**src/rtl/i2s_dac_tx.sv**
```systemverilog
// Serial DAC output stage: offset-binary mono samples in, 3-wire I2S-style stereo stream out.
// Define I2S_DELAY_EN for the standard one-bit I2S data delay; left-justified otherwise.
module i2s_dac_tx #(
  parameter int BCLK_DIV = 4
) (
  input  logic        clk,
  input  logic        reset,
  input  logic [15:0] sample_in,
  input  logic        sample_valid,
  output logic        sample_ready,
  output logic        i2s_bclk,
  output logic        i2s_lrclk,
  output logic        i2s_sdata,
  output logic        sample_tick,
  output logic        underrun
);

  localparam int DATA_W = 16;
  localparam int CNT_W  = $clog2(BCLK_DIV);

  logic [CNT_W-1:0]         div_cnt;
  logic [4:0]               slot;
  logic signed [DATA_W-1:0] hold;
  logic                     full;
  logic [2*DATA_W-1:0]      frame_word;

  logic                div_wrap;
  logic                fall;
  logic                load;
  logic                accept;
  logic [4:0]          slot_nxt;
  logic [2*DATA_W-1:0] frame_nxt;
  logic                sdata_nxt;

  function automatic logic signed [DATA_W-1:0] to_twos(input logic [DATA_W-1:0] ob);
    return {~ob[DATA_W-1], ob[DATA_W-2:0]};
  endfunction

  assign div_wrap     = (div_cnt == CNT_W'(BCLK_DIV - 1));
  assign fall         = div_wrap & i2s_bclk;
  assign slot_nxt     = slot + 5'd1;
  assign load         = fall & (slot == 5'd31);
  assign accept       = sample_valid & ~full;
  assign sample_ready = ~full;

  always_comb begin
    frame_nxt = frame_word;
    if (load && full)
      frame_nxt = {hold, hold};
`ifdef I2S_DELAY_EN
    // Slot 0 finishes the outgoing word's LSB; slot k>=1 carries bit 32-k.
    if (slot_nxt == 5'd0)
      sdata_nxt = frame_word[0];
    else
      sdata_nxt = frame_nxt[5'd31 - slot];
`else
    sdata_nxt = frame_nxt[5'd31 - slot_nxt];
`endif
  end

  always_ff @(posedge clk or negedge reset) begin
    if (!reset) begin
      div_cnt     <= '0;
      slot        <= '0;
      i2s_bclk    <= 1'b0;
      i2s_lrclk   <= 1'b0;
      i2s_sdata   <= 1'b0;
      frame_word  <= '0;
      hold        <= '0;
      full        <= 1'b0;
      sample_tick <= 1'b0;
      underrun    <= 1'b0;
    end else begin
      sample_tick <= load;
      underrun    <= load & ~full;
      if (div_wrap) begin
        div_cnt  <= '0;
        i2s_bclk <= ~i2s_bclk;
      end else begin
        div_cnt <= div_cnt + CNT_W'(1);
      end
      // Serial outputs move only on bclk falling events so they are stable at every rising edge.
      if (fall) begin
        slot       <= slot_nxt;
        i2s_lrclk  <= slot_nxt[4];
        i2s_sdata  <= sdata_nxt;
        frame_word <= frame_nxt;
      end
      // A load with full=1 and an accept are mutually exclusive (accept needs full=0).
      if (load && full) begin
        full <= 1'b0;
      end else if (accept) begin
        full <= 1'b1;
        hold <= to_twos(sample_in);
      end
    end
  end

endmodule

```
**config.mk**
```make
export PLATFORM = sky130hd
export DESIGN_NAME = i2s_dac_tx
export DESIGN_NICKNAME = d
export VERILOG_FILES = /design/src/rtl/i2s_dac_tx.sv
export SDC_FILE = /design/constraint.sdc
export NUM_CORES = 1
export LEC_CHECK = 0
export ABC_AREA = 1
export CAP_MARGIN = 5
export CORE_ASPECT_RATIO = 0.5
export CORE_MARGIN = 2
export CORE_UTILIZATION = 51
export DETAILED_ROUTE_END_ITERATION = 8
export GPL_ROUTABILITY_DRIVEN = 0
export MAX_ROUTING_LAYER = met4
export PLACE_DENSITY = 0.83
export SLEW_MARGIN = 20
export SYNTH_ARGS = -nofsm -noshare
export SYNTH_HDL_FRONTEND = slang
export SYNTH_SLANG_ARGS = --single-unit
```
**constraint.sdc**
```tcl
create_clock -name clk -period 1.8 [get_ports clk]
set_input_delay 0.36 -clock clk [delete_from_list [all_inputs] [get_ports clk]]
set_output_delay 0.36 -clock clk [all_outputs]
set_load 0.01 [all_outputs]
```
==> metrics.md <==
| Metric | Value |
|---|---|
| Critical path launch point type | register |
| Via/cell ratio | approximately 6.2 |
| Util after Layout | between 70 and 80% |
| CP top delay family | simple AND/OR/NAND/NOR gates |
| CP arrival | 2.62 ns |
| GR Layer Usage met2 | about 45% |
| Die area | 0.00578 sq mm |
| Cells after Synth | ~270 |
| Sw Ratio | 21.1% |
| Tmin final | 2.39 ns |
| Filler cells | between 200 and 300 |
| Met3 usage | 10.7% |
| Combinational Power Share | ~2.6% |
| Syn_nets | 293 |
| Maxcap violations | 0 |
| Setup violators final | 9 |
| Hold Fails Final Rpt | 0 |
| Crit path capture type | register |
| Core Area | about 0.005 sq mm |
| Worst hold path class | in2async |
| Via count | approximately 2600 |
| Pleak | a little under 2 nW |
| Max clock buf depth | 2 |
| Number of distinct library cells after synthesis | 22 |
| Post-Route WL | roughly 9300 um |
| Die height | about 55 um |
| Synthesized area per cell | 9.70 sq um |
| Pre-antenna DRT Iters | 5 |
| Synth warn | 0 |
| Slew Limit Headroom | between 70% and 80% |
| Hold-fix buffers, CTS | 0 |
| Area growth syn-to-layout | 44.3% |
| Worst vdd ir | just over 0.0006 V |
| Worst path slowest cell | dfrtp_1 |
| Actual slew at the worst max-slew pin | 0.426 ns |
| Worst R2R Setup Slack | -0.59 ns |
| Failing checks | negative setup slack |
| Worst path max stage delay | about 0.38 ns |
| WP buf/inv | 2 |
| Seq cells post-synth | 60 |
| CP most frequent cell | nand3_1 |
| Hpwl dp | approximately 4400 um |
| Total gr overflow | 0 |
| Vias in the first global route | between 2000 and 2500 |
| 1st-iter DRT viols | between 400 and 500 |
| Diode count | 0 |
| Worst-Skew Late Latency | approximately 0.35 ns |
| Nets | 367 |
| P_int | between 2 and 2.5 mW |
| Inserted Clock Buffers | 9 |
| Reg2Reg Depth | 15 |
| Initial antenna violation count | 0 |
| DRC Markers | 0 |
| Sequential share of the synthesized area | ~57% |
| Setup TNS | -0.798 ns |
| Pre-CTS WS | -0.365 ns |
| Power per Cell Area | 704 mW/mm^2 |
| Power share of the clock group | between 40% and 50% |
| Skew final | about 0.012 ns |
| Initial core utilization | 53.1% |
| Most used routing layer | met2 |
| Main synth FF type | dfrtp_1 |
| # clock sinks | 60 |
| I/O Buffers | 24 |
| Crit Path Class | reg2reg |
| Fmax | about 0.42 GHz |
| H-Tree Depth | 3 |
| Global-route wire length before repair | between 10000 and 15000 um |
| Sequential share of power | 50.5% |
| Layout cells sized above 1 | just under 40% |
| Largest net degree at the start of global routing | 61 |
| Die Width | about 110 um |
| Critical path required time | about 2 ns |
| Rows | 18 |
| Fin worst setup slack | -0.588 ns |
| Critical R2R Launch | slot[1]$_DFFE_PN0P_ |
| IO Pins | 25 |
| Switching power | about 0.56 mW |
| Root buffer cell | clkbuf_8 |
| Post-Synthesis Cell Area | about 0.0026 sq mm |
| Unrepaired setup endpoints after global routing | true |
| Asr flop ratio synth | 100% |
| Total global-route track usage | between 20 and 30% |
| TritonCTS clock tree | yes |
| Crit path max fanout | 5 |
| Final ANT Viol Nets | 0 |
| Pins Over Slew Limit | 0 |
| Clk slew on worst S/H paths | 0.07 ns |
| Status | finished with violations |
| Drt wl/cell | approximately 22 um |
| M1 GR Usage | 31.3% |
| Cell Chain, Critical Path | ha_2 -> nand2_2 -> nor2_2 -> ha_2 -> nand4_1 -> buf_6 -> buf_4 -> nand2_1 -> nand3_1 -> nand3_1 -> nand3_1 -> nand3_2 -> nand2_2 -> nand2_1 -> nand3_1 |
| Number of flops mapped to enable cells by yosys | 0 |
| Crit share post-route | 133% |
| Crit Reg-Reg Endpoint | i2s_sdata$_DFFE_PN0P_ |
[cell usage after synthesis (3+ instances only)]
master | n | share of area [%]
nand2_1 | 78 | 11
nand3_1 | 68 | 13
dfrtp_1 | 60 | 57
mux2_2 | 8 | 3.4
nand3_2 | 8 | 3.0
buf_2 | 7 | 1.3
mux2_1 | 7 | 3.0
inv_1 | 5 | 0.71
o21ai_0 | 5 | 0.95
nor2_1 | 4 | 0.57
xor2_1 | 4 | 1.3
clkbuf_1 | 3 | 0.43
ha_1 | 3 | 1.4
inv_2 | 3 | 0.43
[cells in the final DEF (no fill, tap or decap)]
cell             instances
inv_1                    4
dlygate4sd2_1            1
nor2_2                   1
mux2_2                   8
inv_2                    4
ha_1                     1
nand2_4                  3
nor3_1                   1
nand2_2                 15
clkinv_1                 1
nand2_1                 61
clkbuf_8                15
buf_2                    1
o21ai_1                  1
nor2_1                   3
buf_6                    8
buf_4                   39
nor2_4                   1
nand4_1                  1
clkdlybuf4s50_1         22
nand3_1                 41
nand3_2                 30
mux2_1                   7
xor2_1                   4
nand3_4                  5
dfrtp_1                 60
ha_2                     2
buf_12                   4
o21ai_0                  5
[per-stage QoR]
| step | instance area, sq um | instances | total power, mW | hold slack (ns) |
|---|---|---|---|---|
| 2_1_floorplan | 2630 | 271 | 1.37 | 0.0644 |
| 3_3_place_gp | 3250 | 396 | 1.44 | 0.382 |
| 3_5_place_dp | 3250 | 396 | 1.44 | 0.391 |
| 4_1_cts | 3500 | 413 | 2.63 | 0.0268 |
| 5_1_grt | 3790 | 419 | 2.72 | 0.0374 |
| 6_report | 3790 | 419 | 2.67 | 0.0100 |
[layout make-up]
cell class / instances / area (sq um) / area share (%)
Tap cell: 70 / 87.6 / 2.31
Clock buffer: 15 / 206 / 5.44
Inverter: 9 / 33.8 / 0.891
Sequential cell: 60 / 1500 / 39.6
Multi-Input combinational cell: 190 / 1270 / 33.4
Timing Repair Buffer: 75 / 697 / 18.4
[power by group through the flow]
stage               Clock (mW)  Combinational (mW)  Sequential, mW
finish                    1.25              0.0696            1.35
global route              1.30              0.0770            1.35
CTS                       1.22              0.0697            1.35
detailed placement           0              0.0690            1.37
global placement             0              0.0670            1.37
floorplan                    0            0.000348            1.37
[kinds of logic after synthesis]
kind of cell / share of synthesized area [%]
simple gates: 28.8
mux: 6.43
fa+ha+maj: 1.43
compound gates: 1.14
flops: 57.1
buf+inv: 3.76
xor+xnor: 1.33
[registers in the layout, indices dropped and copies added (netlist names)]
register and count:
slot 4, i2s_lrclk 1, frame_word 32, i2s_sdata 1, i2s_bclk 1, full 1
underrun 1, sample_tick 1, hold 16, div_cnt 2
[routing by layer]
metal	vias to the layer above	part of all wire (%)	wire length, um
met5	-	0	0
met2	238	45	4150
met1	1219	37	3410
met4	0	7.2	670
met3	87	11	1060
li1	1052	-	-
[how the worst max path moves through the flow]
stage / start / endpoint / cells past startpoint
6_report: slot[1]$_DFFE_PN0P_ / i2s_sdata$_DFFE_PN0P_ / 15
5_1_grt: slot[0]$_DFFE_PN0P_ / i2s_sdata$_DFFE_PN0P_ / 15
4_1_cts: slot[1]$_DFFE_PN0P_ / i2s_sdata$_DFFE_PN0P_ / 16
3_5_place_dp: slot[1]$_DFFE_PN0P_ / i2s_sdata$_DFFE_PN0P_ / 15
3_3_place_gp: slot[0]$_DFFE_PN0P_ / i2s_sdata$_DFFE_PN0P_ / 15
2_1_floorplan: slot[1]$_DFFE_PN0P_ / i2s_sdata$_DFFE_PN0P_ / 14
[what timing repair did]
action | in CTS | in global routing
buffers inserted | 2 | 5
setup endpoints to repair | 4 | 21
gates resized for setup | 5 | 64
cloned | 0 | 2
pin swaps | 2 | 13
Note: power is estimated with default switching activity, not from simulation.
